<file path="config.mk">
export PLATFORM = sky130hd
export DESIGN_NAME = wb_ctrl
export DESIGN_NICKNAME = d
export VERILOG_FILES = /design/src/rtl/wb_ctrl.sv
export SDC_FILE = /design/constraint.sdc
export NUM_CORES = 1
export LEC_CHECK = 0
export CAP_MARGIN = 20
export CORE_UTILIZATION = 45
export CTS_CLUSTER_SIZE = 28
export DETAILED_ROUTE_END_ITERATION = 10
export PLACE_DENSITY = 0.81
export SYNTH_ARGS = -nofsm -noshare
export SYNTH_HDL_FRONTEND = slang
export SYNTH_SLANG_ARGS = --single-unit
</file>
<file path="constraint.sdc">
create_clock -name clk -period 4.5 [get_ports clk]
set_clock_uncertainty 0.15 [all_clocks]
set_input_delay 0.45 -clock clk [delete_from_list [all_inputs] [get_ports clk]]
set_output_delay 0.45 -clock clk [all_outputs]
set_load 0.02 [all_outputs]
</file>
<file path="src/rtl/wb_ctrl.sv">
// ---------------------------------------------------------------------------
// wb_ctrl -- write-back controller for a simple in-order pipeline.
//
// Merges two result sources onto a single register-file write port:
//   * single-cycle ALU results, buffered through a one-entry skid buffer
//   * load responses, returned in issue order and paired with the
//     destination register held in an in-order tag FIFO
// Load responses always win the write port. An ALU result that loses to a
// load response is parked in the skid buffer and written on a later cycle.
// The block also reports, for the instruction in decode, whether rs1/rs2
// name a register that still has a write in flight (stall).
//
// Parameters:
//   LQ_DEPTH        outstanding-load tag entries (power of two, 2..16)
//
// Optional feature (compile-time macro):
//   WB_CTRL_BYPASS_EN  when defined, a match against the registered write
//                      stage is forwarded (rsN_fwd_*) instead of stalling.
//
// Ports:
//   clk, rst_n                  clock, synchronous active-low reset
//   alu_valid/rd/data, alu_ready            ALU result input
//   ld_issue_valid/rd, ld_issue_ready       load issue (reserves rd)
//   ld_resp_valid/data                      in-order load data
//   rf_we_n, rf_rd, rf_wd                   register-file write port
//   rs1, rs2, stall                         decode hazard check
//   rs1/rs2_fwd_valid, rs1/rs2_fwd_data     write-stage forwarding
//   resp_err                    sticky: response arrived with no load queued
// ---------------------------------------------------------------------------
module wb_ctrl #(
  parameter int LQ_DEPTH = 4
) (
  input  logic        clk,
  input  logic        rst_n,
  input  logic        alu_valid,
  input  logic [4:0]  alu_rd,
  input  logic [31:0] alu_data,
  output logic        alu_ready,
  input  logic        ld_issue_valid,
  input  logic [4:0]  ld_issue_rd,
  output logic        ld_issue_ready,
  input  logic        ld_resp_valid,
  input  logic [31:0] ld_resp_data,
  output logic        rf_we_n,
  output logic [4:0]  rf_rd,
  output logic [31:0] rf_wd,
  input  logic [4:0]  rs1,
  input  logic [4:0]  rs2,
  output logic        stall,
  output logic        rs1_fwd_valid,
  output logic [31:0] rs1_fwd_data,
  output logic        rs2_fwd_valid,
  output logic [31:0] rs2_fwd_data,
  output logic        resp_err
);

  localparam int PW = (LQ_DEPTH > 1) ? $clog2(LQ_DEPTH) : 1;
  localparam int CW = PW + 1;

  // Tag FIFO state
  logic [4:0]    tag_q [LQ_DEPTH];
  logic [4:0]    tag_d [LQ_DEPTH];
  logic [PW-1:0] rd_ptr_q, rd_ptr_d;
  logic [PW-1:0] wr_ptr_q, wr_ptr_d;
  logic [CW-1:0] cnt_q, cnt_d;

  // Skid buffer, error flag and registered write stage
  logic          skid_valid_q, skid_valid_d;
  logic [4:0]    skid_rd_q, skid_rd_d;
  logic [31:0]   skid_data_q, skid_data_d;
  logic          resp_err_q, resp_err_d;
  logic          rf_we_n_q, rf_we_n_d;
  logic [4:0]    rf_rd_q, rf_rd_d;
  logic [31:0]   rf_wd_q, rf_wd_d;

  // Handshake / selection helpers
  logic          fifo_full_s, fifo_empty_s;
  logic          push_s, pop_s, alu_acc_s;
  logic          sel_valid_s;
  logic [4:0]    sel_rd_s;
  logic [31:0]   sel_data_s;
  logic          rs1_fifo_hit_s, rs2_fifo_hit_s;
  logic          rs1_wr_hit_s, rs2_wr_hit_s;
  logic          rs1_pend_s, rs2_pend_s;

  // FIFO status and handshakes. A full FIFO refuses a push even if a pop
  // frees a slot in the same cycle, keeping ld_issue_ready purely registered.
  always_comb begin
    fifo_full_s  = (cnt_q == CW'(LQ_DEPTH));
    fifo_empty_s = (cnt_q == {CW{1'b0}});
    push_s       = ld_issue_valid && !fifo_full_s;
    pop_s        = ld_resp_valid && !fifo_empty_s;
    alu_acc_s    = alu_valid && !skid_valid_q;
  end

  // Tag FIFO next state. Loads to x0 are queued too so that their
  // responses still pop in order; x0 never matches as pending.
  always_comb begin
    tag_d = tag_q;
    if (push_s) begin
      tag_d[wr_ptr_q] = ld_issue_rd;
    end else begin
      tag_d = tag_q;
    end
    wr_ptr_d = push_s ? (wr_ptr_q + PW'(1)) : wr_ptr_q;
    rd_ptr_d = pop_s  ? (rd_ptr_q + PW'(1)) : rd_ptr_q;
    case ({push_s, pop_s})
      2'b10:   cnt_d = cnt_q + CW'(1);
      2'b01:   cnt_d = cnt_q - CW'(1);
      default: cnt_d = cnt_q;
    endcase
    resp_err_d = resp_err_q | (ld_resp_valid & fifo_empty_s);
  end

  // Write-source arbitration: load response > skid entry > ALU input.
  // An ALU result accepted while a load wins is parked in the skid buffer.
  always_comb begin
    sel_valid_s  = 1'b0;
    sel_rd_s     = 5'd0;
    sel_data_s   = 32'd0;
    skid_valid_d = skid_valid_q;
    skid_rd_d    = skid_rd_q;
    skid_data_d  = skid_data_q;
    if (pop_s) begin
      sel_valid_s = 1'b1;
      sel_rd_s    = tag_q[rd_ptr_q];
      sel_data_s  = ld_resp_data;
      if (alu_acc_s) begin
        skid_valid_d = 1'b1;
        skid_rd_d    = alu_rd;
        skid_data_d  = alu_data;
      end else begin
        skid_valid_d = skid_valid_q;
      end
    end else if (skid_valid_q) begin
      sel_valid_s  = 1'b1;
      sel_rd_s     = skid_rd_q;
      sel_data_s   = skid_data_q;
      skid_valid_d = 1'b0;
    end else if (alu_acc_s) begin
      sel_valid_s = 1'b1;
      sel_rd_s    = alu_rd;
      sel_data_s  = alu_data;
    end else begin
      sel_valid_s = 1'b0;
    end
    rf_we_n_d = !(sel_valid_s && (sel_rd_s != 5'd0));
    rf_rd_d   = sel_valid_s ? sel_rd_s : 5'd0;
    rf_wd_d   = sel_valid_s ? sel_data_s : 32'd0;
  end

  // Search the live FIFO entries (head .. head+cnt-1) for rs1/rs2.
  always_comb begin
    rs1_fifo_hit_s = 1'b0;
    rs2_fifo_hit_s = 1'b0;
    for (int k = 0; k < LQ_DEPTH; k++) begin
      rs1_fifo_hit_s = rs1_fifo_hit_s |
        ((CW'(k) < cnt_q) && (tag_q[PW'(rd_ptr_q + PW'(k))] == rs1));
      rs2_fifo_hit_s = rs2_fifo_hit_s |
        ((CW'(k) < cnt_q) && (tag_q[PW'(rd_ptr_q + PW'(k))] == rs2));
    end
  end

  // Hazard and forwarding outputs. With bypass, the write stage feeds the
  // decode operands directly and therefore no longer counts as pending.
  always_comb begin
`ifdef WB_CTRL_BYPASS_EN
    rs1_wr_hit_s  = 1'b0;
    rs2_wr_hit_s  = 1'b0;
    rs1_fwd_valid = (rs1 != 5'd0) && !rf_we_n_q && (rf_rd_q == rs1);
    rs2_fwd_valid = (rs2 != 5'd0) && !rf_we_n_q && (rf_rd_q == rs2);
    rs1_fwd_data  = rs1_fwd_valid ? rf_wd_q : 32'd0;
    rs2_fwd_data  = rs2_fwd_valid ? rf_wd_q : 32'd0;
`else
    rs1_wr_hit_s  = !rf_we_n_q && (rf_rd_q == rs1);
    rs2_wr_hit_s  = !rf_we_n_q && (rf_rd_q == rs2);
    rs1_fwd_valid = 1'b0;
    rs2_fwd_valid = 1'b0;
    rs1_fwd_data  = 32'd0;
    rs2_fwd_data  = 32'd0;
`endif
    rs1_pend_s = (rs1 != 5'd0) && (rs1_fifo_hit_s ||
                 (skid_valid_q && (skid_rd_q == rs1)) || rs1_wr_hit_s);
    rs2_pend_s = (rs2 != 5'd0) && (rs2_fifo_hit_s ||
                 (skid_valid_q && (skid_rd_q == rs2)) || rs2_wr_hit_s);
    stall      = rs1_pend_s || rs2_pend_s;
  end

  // Output ports driven from registers.
  always_comb begin
    alu_ready      = !skid_valid_q;
    ld_issue_ready = !fifo_full_s;
    rf_we_n        = rf_we_n_q;
    rf_rd          = rf_rd_q;
    rf_wd          = rf_wd_q;
    resp_err       = resp_err_q;
  end

  // State registers with synchronous active-low reset.
  always_ff @(posedge clk) begin
    if (!rst_n) begin
      for (int i = 0; i < LQ_DEPTH; i++) begin
        tag_q[i] <= 5'd0;
      end
      rd_ptr_q     <= {PW{1'b0}};
      wr_ptr_q     <= {PW{1'b0}};
      cnt_q        <= {CW{1'b0}};
      skid_valid_q <= 1'b0;
      skid_rd_q    <= 5'd0;
      skid_data_q  <= 32'd0;
      resp_err_q   <= 1'b0;
      rf_we_n_q    <= 1'b1;
      rf_rd_q      <= 5'd0;
      rf_wd_q      <= 32'd0;
    end else begin
      tag_q        <= tag_d;
      rd_ptr_q     <= rd_ptr_d;
      wr_ptr_q     <= wr_ptr_d;
      cnt_q        <= cnt_d;
      skid_valid_q <= skid_valid_d;
      skid_rd_q    <= skid_rd_d;
      skid_data_q  <= skid_data_d;
      resp_err_q   <= resp_err_d;
      rf_we_n_q    <= rf_we_n_d;
      rf_rd_q      <= rf_rd_d;
      rf_wd_q      <= rf_wd_d;
    end
  end

endmodule

</file>
* Yosys cells after proc, flatten, opt, wreduce, memory -nomap -nowiden
Cells that the tools add are included.
** Storage, ports and cells
- Bits of input ports :: 89
- Bits in registers :: 104
** Operators by class
- Add/sub/neg operators :: 6
- Order comparisons :: 10
- Multiplexer cells :: 25
- Reduce and logical (&&, ||, !) cells :: 37
- Bitwise gates (word level) :: 13
- Equality and inequality tests :: 15
** Operators with widths (number)
- 32-bit 2-to-1 mux :: 3
- 5-bit == test :: 12
- 5-bit 2-to-1 mux :: 12
- 5-bit binary-select mux with 2-bit select :: 4
- 20-bit bitwise mux :: 1
- 1-bit logical AND :: 19
- 3-bit >= comparator, second input constant :: 5
- 2-bit inverter with 3-bit output :: 5
- 5-bit nonzero test :: 3
- 5-bit demux with 2-bit select :: 1
- 1-bit bitwise OR :: 7
- 1-bit by 3-bit < comparator with 1-bit output, first input constant :: 2
- 2-bit by 3-bit < comparator with 1-bit output, first input constant :: 2
- 3-bit case mux with 2 select lines :: 1
- 2-bit AND reduction :: 3
- 1-bit logical NOT :: 5
- 1-bit logical OR :: 5
- 2-bit by 1-bit adder with 2-bit output, second input constant :: 2
- 2-bit adder, second input constant :: 2
- 3-bit by 1-bit adder with 3-bit output, second input constant :: 1
- 3-bit == test, second input constant :: 1
- 3-bit logical NOT :: 1
- 3-bit by 1-bit < comparator with 1-bit output, second input constant :: 1
- 1-bit 2-to-1 mux :: 3
- 5 further kinds :: 5

* Logic depth before layout (Yosys ltp)
Gate-level depths: netlist (run 1).
- Depth after elaboration :: 14
- Mapped depth :: 11
- Gate-level depth less buffers :: 9

* Least setup slack after synthesis (run 1)
OpenSTA, ideal clock, no wires.
- Path kind :: register -> register
- Start :: reg cnt_q[0]
- End :: reg cnt_q[2]
- Buffers on the path :: 2
- Library setup time :: 76 ps
- Cell stages (with the launch flop) :: 11
- Period minus slack after synthesis :: 2718 ps
- Slack :: 1782 ps
- Data arrival time :: 2492 ps
- Cells stage by stage :: dfxtp_1 > inv_1 > ha_1 > nand2_1 > and2_1 > clkbuf_1 > clkbuf_1 > inv_1 > ha_1 > or3_1 > a21boi_0
** Between the ends
- Cells in the longest elaborated chain, start to end :: 5
- Elaborated cells on any way between the ends :: 12
- Classes of those cells :: add/sub (2); eq/ne (3); mux (1); reduce/logical (6)
** RTL lines
- from (decl) :: RTL line 65 : logic [CW-1:0] cnt_q, cnt_d;
- from (signal assigned) :: RTL line 207 : cnt_q <= {CW{1'b0}};
- from (signal assigned) :: RTL line 219 : cnt_q <= cnt_d;
- 3-bit == test * :: RTL line 89 : fifo_full_s = (cnt_q == CW'(LQ_DEPTH));
- 1-bit logical NOT *
- net ld_issue_ready :: RTL line 41 : output logic ld_issue_ready,
- 1-bit logical AND * :: RTL line 91 : push_s = ld_issue_valid && !fifo_full_s;
- 2-bit by 1-bit == test with 1-bit output / 2-bit == test (equally long branches) :: RTL line 107 : case ({push_s, pop_s})
- 3-bit case mux with 2 select lines / 2-bit nonzero test (equally long branches)
Mark *: on every way through the listed nets, which the timed path passes. The rest lies on a longest branch.
A chain may end at the register's enable or synchronous reset.

* Worst setup path in the final report (run 1)
- Start :: reg rd_ptr_q[0]
- End :: out stall
** Between the ends
- Cells in the longest elaborated chain, start to end :: 14
- Elaborated cells on any way between the ends :: 48
- Classes of those cells :: add/sub (3); eq/ne (8); mux (12); bitwise (10); reduce/logical (15)
** RTL lines
- from (decl) :: RTL line 63 : logic [PW-1:0] rd_ptr_q, rd_ptr_d;
- from (signal assigned) :: RTL line 205 : rd_ptr_q <= {PW{1'b0}};
- from (signal assigned) :: RTL line 217 : rd_ptr_q <= rd_ptr_d;
- 2-bit by 1-bit adder with 2-bit output :: RTL line 158, 160
- 2-bit inverter with 3-bit output (not written as such) :: RTL line 158, 160
- 5-bit binary-select mux with 2-bit select :: RTL line 158, 160
- 5-bit 2-to-1 mux (not written as such) (2 in a row) :: RTL line 158, 160
- 5-bit == test (on tied branches) :: RTL line 158, 160
- 1-bit logical AND (on tied branches) :: RTL line 158, 160
- 1-bit bitwise OR (on tied branches) (3 in a row) :: RTL line 157, 159
- 1-bit logical OR (on tied branches) :: RTL line 182, 184
- 1-bit logical OR (on tied branches) :: RTL line 183, 185
- 1-bit logical AND (on tied branches) :: RTL line 182, 184
- 1-bit logical OR * :: RTL line 186 : stall = rs1_pend_s || rs2_pend_s;
- to (decl) :: RTL line 49 : output logic stall,
Every way passes the cells marked *; elsewhere a longest branch is shown, timed or not. The select of a mux whose other input is x is not followed.

==> impl_summary.log, run 1 <==
INFO  metric synth_top_family_by_area = simple AND/OR/NAND/NOR gates
INFO  metric post-cts-setup-buffers = 0
INFO  metric chipHeight = 120 um
INFO  metric detail_route.vias_per_cell = roughly 5
INFO  metric synth_compound_area_share = around 14%
INFO  metric grt_pass1_wl = roughly 25 mm
INFO  metric number_of_hold_repair_buffers_added_at_the_cts_stage = 0
INFO  metric cts.repair.resized = 0
INFO  metric r2r.worst_path.cells = 8
INFO  metric antenna_cells_inserted = 0
INFO  metric postRouteAntennaNets = 0
INFO  metric yosys_warnings = 0
INFO  metric cts_tree = yes
INFO  metric port-buffer-count = between 100 and 150
INFO  metric clock_tree.buffer_depth = 2
INFO  metric synth.area.mux_share = 6.97%
INFO  metric horizontal_die_dimension = around 120 um
INFO  metric place_ws = 1.03 ns
INFO  metric synth-xor-area-share = 9.87%
INFO  metric worstPathCellList = buf_4 -> mux2_2 -> xor2_1 -> nor3_2 -> a32oi_1 -> o32ai_2 -> nor3_1 -> o22ai_1 -> clkdlybuf4s50_1
INFO  metric run_status = finished clean
INFO  metric synth_top_cells_by_area = dfxtp_1, buf_4, a21boi_0, nand2_1, xnor2_1
INFO  metric syn_area = 6210 um2
INFO  metric clkTransAtPathRegs = 0.07 ns
INFO  metric worst_r2r_startpoint = cnt_q[0]
INFO  metric fmax = 0.261 GHz
INFO  metric routed_wire_length_per_instance = 14.8 um
INFO  metric share_of_synthesized_area_occupied_by_flip_flops_and_latches = 33.5%
INFO  metric final-hold-violation-count = 0
INFO  metric layout_area_overhead = 22.8%
INFO  metric timing.slew.headroom = 49.8%
INFO  metric cts.sink_count = between 100 and 150
INFO  metric grt_usage = 21.5%
INFO  metric crit_path_max_fanout = 17
INFO  metric grt.overflow.total = 0
INFO  metric h-tree-depth = 3
INFO  metric detailedRoute.firstIterationViolations = 310
INFO  metric r2r_end = cnt_q[2]
INFO  metric reg2reg_setup_slack = ~1.9 ns
INFO  metric pin_count = roughly 200
INFO  metric synth_adder_area_share = ~1.8%
INFO  metric synthSimpleGateAreaFrac = a little over a fifth
INFO  metric drt_first_pass_iters = 5
INFO  metric initial_utilization = 46.6%
INFO  metric post_synth.cell_area_avg = 8.13 um2
INFO  metric synth.ff_latch_count = ~100
INFO  metric antenna_found_initial = 1
INFO  metric slew_violations = 0
INFO  metric clock_insertion_delay_at_the_later_pin_of_the_skew_report = ~0.34 ns
INFO  metric critPathRequiredTime = 3.90 ns
INFO  metric fraction_of_layout_cells_with_a_size_suffix_above_1 = 6.00%
INFO  metric arrival_time_worst_endpoint = around 3.2 ns
INFO  metric first_global_vias = 4955
INFO  metric fin_setup_tns = 0 ns
INFO  metric synth.largest_area_cell = dfxtp_1
INFO  metric syn_inst = 764
INFO  metric fin_crit = 3.83 ns
INFO  metric report.final.setup_viol = 0
INFO  metric routabilityCongestion = 0.929
INFO  metric ctsRootBufferMaster = clkbuf_16
INFO  metric critical_path.startpoint_type = flop
INFO  metric slowest_stage_cell_cp = clkdlybuf4s50_1
INFO  metric min_from = skid_data_q[13]
INFO  metric fillers = roughly 1300
INFO  metric core_region_area = 13300 um2
INFO  metric drc = 0
INFO  metric die_outline_area = 14300 um2
INFO  metric pwr_density_cell = ~430 nW/um2
INFO  metric rsz0062_at_grt = false
INFO  metric holdPathEnd = skid_data_q[13]
INFO  metric hpwlAfterDp = 10.9 mm
INFO  metric maximum_number_of_pins_on_one_net_before_global_route_repair = 68
INFO  metric number_of_distinct_library_cells_after_synthesis = 42
INFO  metric timing.setup.critical_path_class = reg2out
INFO  metric max_cap_viols = 0
INFO  metric detailroute.via_count = 5317
INFO  metric critical_path.endpoint_type = output pin
INFO  metric core.rowCount = 42
INFO  metric post-route-worst-setup-slack = between 0.6 and 0.7 ns
INFO  metric final_min_period_over_clock_period = 85.0%
INFO  metric leakagePower = 2.85 nW
INFO  metric cts-buffers-inserted = 9
INFO  metric holdCritPathClass = reg2reg
INFO  metric hold_path_depth = 2
INFO  metric worst-slew-pin-transition = between 0.7 and 0.8 ns
INFO  metric fin_nets = 960
INFO  metric synth_top_area_share = 33.5%
INFO  metric ir_worst_vdd = 270 uV
INFO  metric max_stage_delay = 0.62 ns
INFO  metric totalWireLength = ~15 mm
## final cells by class
type / instances / area [um2] / share of cell area [%]
clock buffer: 11 / 243 / 3.18
clock inverter: 5 / 37.5 / 0.492
inverter: 8 / 30.0 / 0.394
multi-input combinational: 596 / 3620 / 47.5
sequential: 104 / 2080 / 27.3
tap: 176 / 220 / 2.89
timing repair buffer: 143 / 1390 / 18.3
## report_power, final
part	total [mW]	switching (mW)	internal, mW
Sequential	1.16	0.0933	1.06
Combinational	1.37	0.806	0.559
Clock	0.739	0.346	0.394
Total	3.26	1.24	2.02
## metal layers
layer / global-route usage [%] / up-vias / share of wire, %
li1: - / 2665 / -
met1: 27.8 / 2450 / 44
met2: 35.4 / 173 / 48
met3: 3.47 / 29 / 5.0
met4: 9.06 / 0 / 2.5
met5: 0 / - / 0
## cells in the mapped netlist
library cell,number
mux2i_2,2
o32ai_2,1
conb_1,1
nor4_2,1
a211oi_1,32
clkbuf_1,38
or3_1,1
o31ai_1,1
nor2_1,51
a21oi_1,9
ha_1,9
o21bai_1,1
buf_6,2
mux2_4,4
buf_4,67
o22ai_1,1
xnor2_1,37
xor2_1,33
and2_1,6
and3_1,33
nor3_1,41
nor3_2,2
o21ai_0,14
nand2b_1,1
inv_1,7
buf_1,5
nand3_1,22
a31oi_1,3
nor4_1,5
clkbuf_4,1
a32oi_1,2
nor2b_1,3
inv_2,1
mux2i_4,1
buf_2,8
nand4_1,7
a21boi_0,58
nand2_1,116
or4_1,2
mux2i_1,21
dfxtp_1,104
mux2_2,10
## how the worst max path moves through the flow
stage	startpoint	endpoint	slack [ns]	depth (start not counted)
finish	rd_ptr_q[0]	stall	0.67	9
global route	rd_ptr_q[0]	stall	0.47	9
CTS	rd_ptr_q[0]	stall	0.64	9
detailed placement	rs1[2]	stall	1.03	8
global placement	rs1[3]	stall	1.03	8
floorplan	cnt_q[0]	cnt_q[2]	1.78	10
## through the flow
step | cell area, um2 | hold slack, ns | power [mW] | instances | utilization [%]
2_1_floorplan | 6460 | 0.294 | 2.14 | 829 | -
3_3_place_gp | 7350 | 0.301 | 2.52 | 1027 | 55.1
3_5_place_dp | 7350 | 0.308 | 2.54 | 1027 | 55.1
4_1_cts | 7630 | 0.317 | 3.29 | 1043 | 57.2
5_1_grt | 7630 | 0.333 | 3.47 | 1043 | 57.2
6_report | 7630 | 0.315 | 3.26 | 1043 | 57.2
## sequential cells by signal, summed over array words and instances (netlist names)
signal / flops
cnt_q: 3
rd_ptr_q: 2
resp_err: 1
rf_rd: 5
rf_wd: 32
rf_we_n: 1
skid_data_q: 32
skid_rd_q: 5
skid_valid_q: 1
tag_q: 20
wr_ptr_q: 2
## kinds of logic after synthesis
| family | after synthesis |
|---|---|
| buffers and inverters | 129 |
| DFF | 104 |
| and+or+nand+nor | 291 |
| muxes | 38 |
| adders and majority gates | 9 |
| xor gates and xnor gates | 70 |
| other | 1 |
| AOI/OAI and AO/OA | 122 |
## worst max-delay path, delay by kind of cell, from the launching register on
kind / cells / cell delay (ns)
DFF: 1 / 0.49
xor gates and xnor gates: 1 / 0.16
buffers and inverters: 2 / 0.94
and+or+nand+nor: 2 / 0.31
AOI/OAI and AO/OA: 3 / 0.58
muxes: 1 / 0.40
## cell usage in the layout (no fill, tap or decap), drive strengths merged, types with 6 or more instances in the layout
master	instances
clkdlybuf4s50	129
nand2	116
dfxtp	104
conb	66
a21boi	58
nor2	51
nor3	43
xnor2	37
xor2	33
and3	33
a211oi	32
mux2i	24
nand3	22
o21ai	14
buf	14
mux2	14
clkbuf	11
inv	10
a21oi	9
ha	9
nand4	7
and2	6
nor4	6
(Power assumes the default switching activity.)
==> run 2, diff against run 1 <==
--- a/config.mk
+++ b/config.mk
@@ -6,10 +6,10 @@
 export NUM_CORES = 1
 export LEC_CHECK = 0
 export CAP_MARGIN = 20
-export CORE_UTILIZATION = 45
+export CORE_UTILIZATION = 39
 export CTS_CLUSTER_SIZE = 28
 export DETAILED_ROUTE_END_ITERATION = 10
-export PLACE_DENSITY = 0.81
+export PLACE_DENSITY = 0.72
 export SYNTH_ARGS = -nofsm -noshare
 export SYNTH_HDL_FRONTEND = slang
 export SYNTH_SLANG_ARGS = --single-unit
==> run 2 against run 1 <==
  * Clock power rose by 10%
  * Maximum frequency fell by 4.8%
  * Final cell count rose by 3.4%
  * Largest power group unchanged
  * Critical endpoint unchanged
==> impl_summary.log, run 2 (synthesized netlist as in run 1, its figures left out) <==
INFO  metric routed_wire_length_per_instance = 14.7 um (was 14.8 um)
INFO  metric final_cell_mix = clkdlybuf4s50_1, nand2_1, dfxtp_1 (unchanged)
INFO  metric horizontal_die_dimension = 128 um (was 120 um)
INFO  metric crit_path_max_fanout = 18 (was 17)
INFO  metric totalWireLength = 15.9 mm (was 15.5 mm)
INFO  metric cts.repair.resized = 0 (unchanged)
INFO  metric finalNonFillerCells = 1078 (was 1043)
INFO  metric detail_route.vias_per_cell = 4.88 (was 5.10)
INFO  metric post-cts-setup-buffers = 0 (unchanged)
INFO  metric grt_usage = 19.4% (was 21.5%)
INFO  metric first_global_vias = 4797 (was 4955)
INFO  metric pin_count = 197 (unchanged)
INFO  metric critical_path.startpoint_type = flop (unchanged)
INFO  metric reg2reg_setup_slack = 1.74 ns (was 1.85 ns)
INFO  metric final-hold-violation-count = 0 (unchanged)
INFO  metric design_power_total = 3.34 mW (was 3.26 mW)
INFO  metric arrival_time_worst_endpoint = 3.42 ns (was 3.23 ns)
INFO  metric clkTransAtPathRegs = 0.07 ns (about the same)
INFO  metric report.final.setup_viol = 0 (unchanged)
INFO  metric postRouteAntennaNets = 0 (unchanged)
INFO  metric final_min_period_over_clock_period = 89.3% (was 85.0%)
INFO  metric clock_insertion_delay_at_the_later_pin_of_the_skew_report = 0.35 ns (was 0.34 ns)
INFO  metric slew_violations = 0 (unchanged)
INFO  metric worst_r2r_startpoint = skid_valid_q (was cnt_q[0])
INFO  metric drt_first_pass_iters = 4 (was 5)
INFO  metric fin_crit = 4.02 ns (was 3.83 ns)
INFO  metric source_of_the_critical_timing_path = rd_ptr_q[0] (unchanged)
INFO  metric h-tree-depth = 3 (unchanged)
INFO  metric final_hold_slack = 0.262 ns (was 0.315 ns)
INFO  metric clock_tree.buffer_depth = 2 (unchanged)
INFO  metric port-buffer-count = 130 (unchanged)
INFO  metric cts.sink_count = 104 (unchanged)
INFO  metric cts_tree = yes (unchanged)
INFO  metric fmax = 0.249 GHz (was 0.261 GHz)
INFO  metric die_outline_area = 16400 um2 (was 14300 um2)
INFO  metric worst-slew-pin-transition = 0.903 ns (was 0.752 ns)
INFO  metric core_region_area = 15400 um2 (was 13300 um2)
INFO  metric timing.setup.critical_path_class = reg2out (unchanged)
INFO  metric layout_area_overhead = 23.8% (was 22.8%)
INFO  metric post-route-worst-setup-slack = 0.480 ns (was 0.674 ns)
INFO  metric fillers = 1483 (was 1253)
INFO  metric fraction_of_layout_cells_with_a_size_suffix_above_1 = 5.89% (was 6.00%)
INFO  metric leakagePower = 2.86 nW (was 2.85 nW)
INFO  metric timing.slew.headroom = 39.7% (was 49.8%)
INFO  metric critPathRequiredTime = 3.90 ns (about the same)
INFO  metric fin_setup_tns = 0 ns (unchanged)
INFO  metric critical_path.endpoint_type = output pin (unchanged)
INFO  metric antenna_found_initial = 2 (was 1)
INFO  metric maximum_number_of_pins_on_one_net_before_global_route_repair = 67 (was 68)
INFO  metric max_cap_viols = 0 (unchanged)
INFO  metric grt.overflow.total = 0 (unchanged)
INFO  metric drc = 0 (unchanged)
INFO  metric dp_cells = 1061 (was 1027)
INFO  metric r2r_end = skid_data_q[3] (was cnt_q[2])
INFO  metric initial_utilization = 40.4% (was 46.6%)
INFO  metric rsz0062_at_grt = false (unchanged)
INFO  metric fin_nets = 959 (was 960)
INFO  metric number_of_hold_repair_buffers_added_at_the_cts_stage = 0 (unchanged)
INFO  metric run_status = finished clean (unchanged)
INFO  metric pwr_density_cell = 433 nW/um2 (was 428 nW/um2)
INFO  metric chipHeight = 128 um (was 120 um)
INFO  metric cp-endpoint = stall (unchanged)
INFO  metric ir_worst_vdd = 193 uV (was 270 uV)
INFO  metric r2r.worst_path.cells = 6 (was 8)
INFO  metric place_ws = 0.842 ns (was 1.03 ns)
INFO  metric grt_pass1_wl = 25.1 mm (was 24.7 mm)
INFO  metric core.rowCount = 45 (was 42)
INFO  metric ctsRootBufferMaster = clkbuf_16 (unchanged)
INFO  metric mostFrequentLayoutCell = clkdlybuf4s50_1 (unchanged)
INFO  metric cts-buffers-inserted = 9 (unchanged)
INFO  metric hpwlAfterDp = 11.1 mm (was 10.9 mm)
INFO  metric routabilityCongestion = 0.902 (was 0.929)
INFO  metric detailedRoute.firstIterationViolations = 259 (was 310)
INFO  metric detailroute.via_count = 5265 (was 5317)
INFO  metric holdCritPathClass = in2reg (was reg2reg)
run 2: cell types whose count changed in the layout (fill, tap and decap cells not counted):
cell        change
buf_4           -1
bufinv_16       +1
clkinvlp_4      -1
diode_2         +1
inv_6           -1
inv_8           +1
run 2: worst min path at each step:
stage,endpoint,slack (ns),startpoint,cells after the start
global placement,skid_data_q[29],0.30,skid_data_q[29],2
finish,rf_rd[4],0.26,rst_n,3
detailed placement,skid_data_q[5],0.31,skid_data_q[5],2
floorplan,skid_data_q[19],0.29,skid_data_q[19],2
global route,rf_rd[0],0.27,rst_n,3
CTS,rf_rd[4],0.25,rst_n,3
run 2: layout make-up:
cell class,count,area (um2),area share [%]
timing repair buffer,142,1390,18.0
clock inverter,5,62.6,0.813
inverter,8,30.0,0.390
clock buffer,11,243,3.15
tap,211,264,3.43
antenna,1,2.50,0.0325
sequential,104,2080,27.1
multi-input combinational,596,3620,47.1
run 2: critical path: stages (launching register included):
cell and delay [ns]:
dfxtp_1 0.83, buf_4 0.28, mux2_4 0.32, xor2_1 0.15, nor3_2 0.21, a32oi_1 0.09
o32ai_2 0.29, nor3_1 0.09, o22ai_1 0.16, clkdlybuf4s50_1 0.63
run 2: metrics by stage:
| step | utilization, % | area [um2] |
|---|---|---|
| global route | 50.0 | 7690 |
| global placement | 48.1 | 7390 |
| CTS | 50.0 | 7690 |
| finish | 50.1 | 7690 |
| detailed placement | 48.1 | 7390 |
| floorplan | - | 6460 |
run 2: per-layer routing:
metal | GRT usage [%] | part of all wire, % | up-vias
met3 | 3.42 | 4.2 | 20
li1 | - | - | 2652
met5 | 0 | 0.082 | -
met4 | 6.92 | 1.6 | 2
met2 | 31.6 | 47 | 131
met1 | 25.5 | 47 | 2460
run 2: report_power, final:
| part | switching (mW) | internal, mW | leakage, nW |
|---|---|---|---|
| clock | 0.364 | 0.452 | 0.148 |
| combinational | 0.774 | 0.556 | 1.86 |
| sequential | 0.124 | 1.06 | 0.847 |
==> run 3, diff against run 2 <==
--- a/config.mk
+++ b/config.mk
@@ -6,10 +6,14 @@
 export NUM_CORES = 1
 export LEC_CHECK = 0
 export CAP_MARGIN = 20
-export CORE_UTILIZATION = 39
+export CELL_PAD_IN_SITES_DETAIL_PLACEMENT = 1
+export CELL_PAD_IN_SITES_GLOBAL_PLACEMENT = 1
+export CORE_UTILIZATION = 37
 export CTS_CLUSTER_SIZE = 28
 export DETAILED_ROUTE_END_ITERATION = 10
-export PLACE_DENSITY = 0.72
+export MAX_ROUTING_LAYER = met4
+export PLACE_DENSITY = 0.9
+export SKIP_LAST_GASP = 1
 export SYNTH_ARGS = -nofsm -noshare
 export SYNTH_HDL_FRONTEND = slang
 export SYNTH_SLANG_ARGS = --single-unit
==> run 3 against run 2 <==
  * Critical path depth unchanged
  * Core utilization down 3.3 points
  * Worst setup slack better by 0.13 ns
  * Non-clock buffer count down 1
  * Hold slack better by 0.054 ns
  * Register-to-register slack worse by 0.12 ns
  * Sequential share of layout area about the same
  * Final cell count up 0.83%
  * Combinational power up 5%
  * Routed wire length up 15%
  * Global-route usage up 2.6 points
  * Critical path type unchanged
==> impl_summary.log, run 3 (synthesized netlist as in run 1, its figures left out) <==
INFO  metric run_status = finished clean (unchanged)
INFO  metric fillers = 2003 (was 1483)
INFO  metric fraction_of_layout_cells_with_a_size_suffix_above_1 = 6.01% (was 5.89%)
INFO  metric worst_r2r_startpoint = cnt_q[0] (was skid_valid_q)
INFO  metric r2r_end = skid_rd_q[0] (was skid_data_q[3])
INFO  metric final_min_period_over_clock_period = 86.5% (was 89.3%)
INFO  metric cts-buffers-inserted = 9 (unchanged)
INFO  metric clock_tree.buffer_depth = 2 (unchanged)
INFO  metric netSwitchingPower = 1.33 mW (was 1.26 mW)
INFO  metric p_comb_share = 41.0% (was 39.9%)
INFO  metric reg2reg_setup_slack = 1.62 ns (was 1.74 ns)
INFO  metric cts.sink_count = 104 (unchanged)
INFO  metric number_of_hold_repair_buffers_added_at_the_cts_stage = 0 (unchanged)
INFO  metric leakagePower = 2.85 nW (was 2.86 nW)
INFO  metric final_cell_mix = clkdlybuf4s50_1, nand2_1, dfxtp_1 (unchanged)
INFO  metric finalInstanceArea = 7700 um2 (was 7690 um2)
INFO  metric critPathRequiredTime = 3.90 ns (about the same)
INFO  metric max_cap_viols = 0 (unchanged)
INFO  metric place_ws = 0.938 ns (was 0.842 ns)
INFO  metric antenna_found_initial = 2 (unchanged)
INFO  metric power.share.clock = 24.5% (about the same)
INFO  metric crit_path_max_fanout = 15 (was 18)
INFO  metric fmax = 0.257 GHz (was 0.249 GHz)
INFO  metric fin_crit = 3.89 ns (was 4.02 ns)
INFO  metric mostFrequentLayoutCell = clkdlybuf4s50_1 (unchanged)
INFO  metric min_from = skid_data_q[9] (was rst_n)
INFO  metric maximum_number_of_pins_on_one_net_before_global_route_repair = 68 (was 67)
INFO  metric grt.overflow.total = 0 (unchanged)
INFO  metric timing.setup.critical_path_class = reg2out (unchanged)
INFO  metric initial_utilization = 37.7% (was 40.4%)
INFO  metric dp_cells = 1069 (was 1061)
INFO  metric rsz0062_at_grt = false (unchanged)
INFO  metric detail_route.vias_per_cell = 5.04 (was 4.88)
INFO  metric timing.slew.headroom = 48.0% (was 39.7%)
INFO  metric pwr_density_cell = 441 nW/um2 (was 433 nW/um2)
INFO  metric postRouteAntennaNets = 0 (unchanged)
INFO  metric core.rowCount = 47 (was 45)
INFO  metric fin_setup_tns = 0 ns (unchanged)
INFO  metric arrival_time_worst_endpoint = 3.29 ns (was 3.42 ns)
INFO  metric finalNonFillerCells = 1087 (was 1078)
INFO  metric detailroute.via_count = 5477 (was 5265)
INFO  metric grt_usage = 21.9% (was 19.4%)
INFO  metric port-buffer-count = 130 (unchanged)
INFO  metric detailed_place.area = 7390 um2 (about the same)
INFO  metric horizontal_die_dimension = 132 um (was 128 um)
INFO  metric share_seq_of_total_power = 34.4% (was 35.6%)
INFO  metric final_hold_slack = 0.316 ns (was 0.262 ns)
INFO  metric holdCritPathClass = reg2reg (was in2reg)
INFO  metric cts.repair.resized = 0 (unchanged)
INFO  metric ctsRootBufferMaster = clkbuf_16 (unchanged)
INFO  metric routabilityCongestion = 0.868 (was 0.902)
INFO  metric clock_insertion_delay_at_the_later_pin_of_the_skew_report = 0.36 ns (was 0.35 ns)
INFO  metric die_outline_area = 17300 um2 (was 16400 um2)
INFO  metric chipHeight = 132 um (was 128 um)
INFO  metric layout_area_overhead = 24.0% (was 23.8%)
INFO  metric core_region_area = 16500 um2 (was 15400 um2)
INFO  metric cts_tree = yes (unchanged)
INFO  metric holdPathEnd = skid_data_q[9] (was rf_rd[4])
INFO  metric post-cts-setup-buffers = 0 (unchanged)
INFO  metric first_global_vias = 5537 (was 4797)
INFO  metric h-tree-depth = 3 (unchanged)
INFO  metric final-hold-violation-count = 0 (unchanged)
INFO  metric routed_wire_length_per_instance = 16.8 um (was 14.7 um)
INFO  metric fin_nets = 958 (was 959)
INFO  metric grt_pass1_wl = 29.5 mm (was 25.1 mm)
INFO  metric post-route-worst-setup-slack = 0.606 ns (was 0.480 ns)
INFO  metric drt_first_pass_iters = 6 (was 4)
INFO  metric slowest_stage_cell_cp = clkdlybuf4s50_1 (was dfxtp_1)
INFO  metric critical_path.endpoint_type = output pin (unchanged)
INFO  metric p_int = 2.06 mW (was 2.07 mW)
INFO  metric detailedRoute.firstIterationViolations = 259 (unchanged)
INFO  metric netSwitchingFraction = 39.3% (was 37.8%)
INFO  metric worstPathCellList = buf_4 -> mux2_2 -> mux2i_4 -> xor2_1 -> nand4_1 -> nor3_1 -> nor4_1 -> o22ai_1 -> clkdlybuf4s50_1 (was buf_4 -> mux2_4 -> xor2_1 -> nor3_2 -> a32oi_1 -> o32ai_2 -> nor3_1 -> o22ai_1 -> clkdlybuf4s50_1)
INFO  metric hold_path_depth = 2 (was 3)
INFO  metric report.final.setup_viol = 0 (unchanged)
INFO  metric totalWireLength = 18.3 mm (was 15.9 mm)
INFO  metric pin_count = 197 (unchanged)
INFO  metric r2r.worst_path.cells = 9 (was 6)
INFO  metric ir_worst_vdd = 217 uV (was 193 uV)
INFO  metric critical_path.startpoint_type = flop (unchanged)
INFO  metric hpwlAfterDp = 12.8 mm (was 11.1 mm)
INFO  metric slew_violations = 0 (unchanged)
INFO  metric clkTransAtPathRegs = 0.08 ns (was 0.07 ns)
INFO  metric drc = 0 (unchanged)
INFO  metric worst-slew-pin-transition = 0.780 ns (was 0.903 ns)
INFO  metric max_stage_delay = 0.63 ns (was 0.83 ns)
[run 3: cell count changes in the layout (fill, tap and decap cells not counted)]
cell | previous run | this run
clkbuf_8 | 1 | 0
nand2_2 | 0 | 1
nand2_1 | 116 | 115
dfxtp_1 | 104 | 103
buf_4 | 12 | 11
diode_2 | 1 | 2
dfxtp_2 | 0 | 1
inv_8 | 1 | 2
[run 3: worst max-delay path by stage]
| stage | depth (start not counted) | slack, ns | start | end |
|---|---|---|---|---|
| after floorplan | 10 | 1.78 | cnt_q[0] | cnt_q[2] |
| after global placement | 8 | 1.01 | rs1[3] | stall |
| after detailed placement | 8 | 0.94 | rs1[3] | stall |
| after CTS | 9 | 0.63 | rd_ptr_q[0] | stall |
| after global routing | 9 | 0.44 | rd_ptr_q[0] | stall |
| final | 9 | 0.61 | rd_ptr_q[0] | stall |
[run 3: metal layers]
metal | vias to the layer above | wire length, um | global-route usage (%)
li1 | 2650 | - | -
met1 | 2661 | 8270 | 26.4
met2 | 135 | 8860 | 36.5
met3 | 31 | 717 | 3.47
met4 | 0 | 446 | 8.79
met5 | - | 0 | -
[run 3: worst max-delay path: cells and delay by family, from the launching register on]
family	cells	cell delay, ns
XOR/XNOR	1	0.18
buffers and inverters	2	0.96
multiplexers	2	0.63
AND/OR/NAND/NOR	3	0.50
AO/OA/AOI/OAI	1	0.12
flip-flops	1	0.54
[run 3: final cells by class]
| class | count | area, um2 | area share (%) |
|---|---|---|---|
| Antenna cell | 2 | 5.00 | 0.0650 |
| Clock buffer | 10 | 229 | 2.97 |
| Clock inverter | 6 | 73.8 | 0.958 |
| Inverter | 8 | 30.0 | 0.390 |
| Multi-Input combinational cell | 596 | 3630 | 47.1 |
| Sequential cell | 104 | 2080 | 27.0 |
| Tap cell | 220 | 275 | 3.57 |
| Timing Repair Buffer | 141 | 1380 | 17.9 |
[run 3: power groups by stage]
| stage | clock, mW | sequential (mW) | combinational (mW) |
|---|---|---|---|
| after CTS | 0.842 | 1.17 | 1.40 |
| after floorplan | 0 | 1.24 | 0.894 |
| after detailed placement | 0 | 1.19 | 1.39 |
| final | 0.833 | 1.17 | 1.39 |
| after global placement | 0 | 1.18 | 1.36 |
| after global routing | 0.880 | 1.19 | 1.52 |
[run 3: per-stage QoR]
stage / util [%] / power (mW)
6_report: 46.8 / 3.39
5_1_grt: 46.8 / 3.59
4_1_cts: 46.7 / 3.41
3_5_place_dp: 44.9 / 2.58
3_3_place_gp: 44.9 / 2.54
2_1_floorplan: - / 2.14
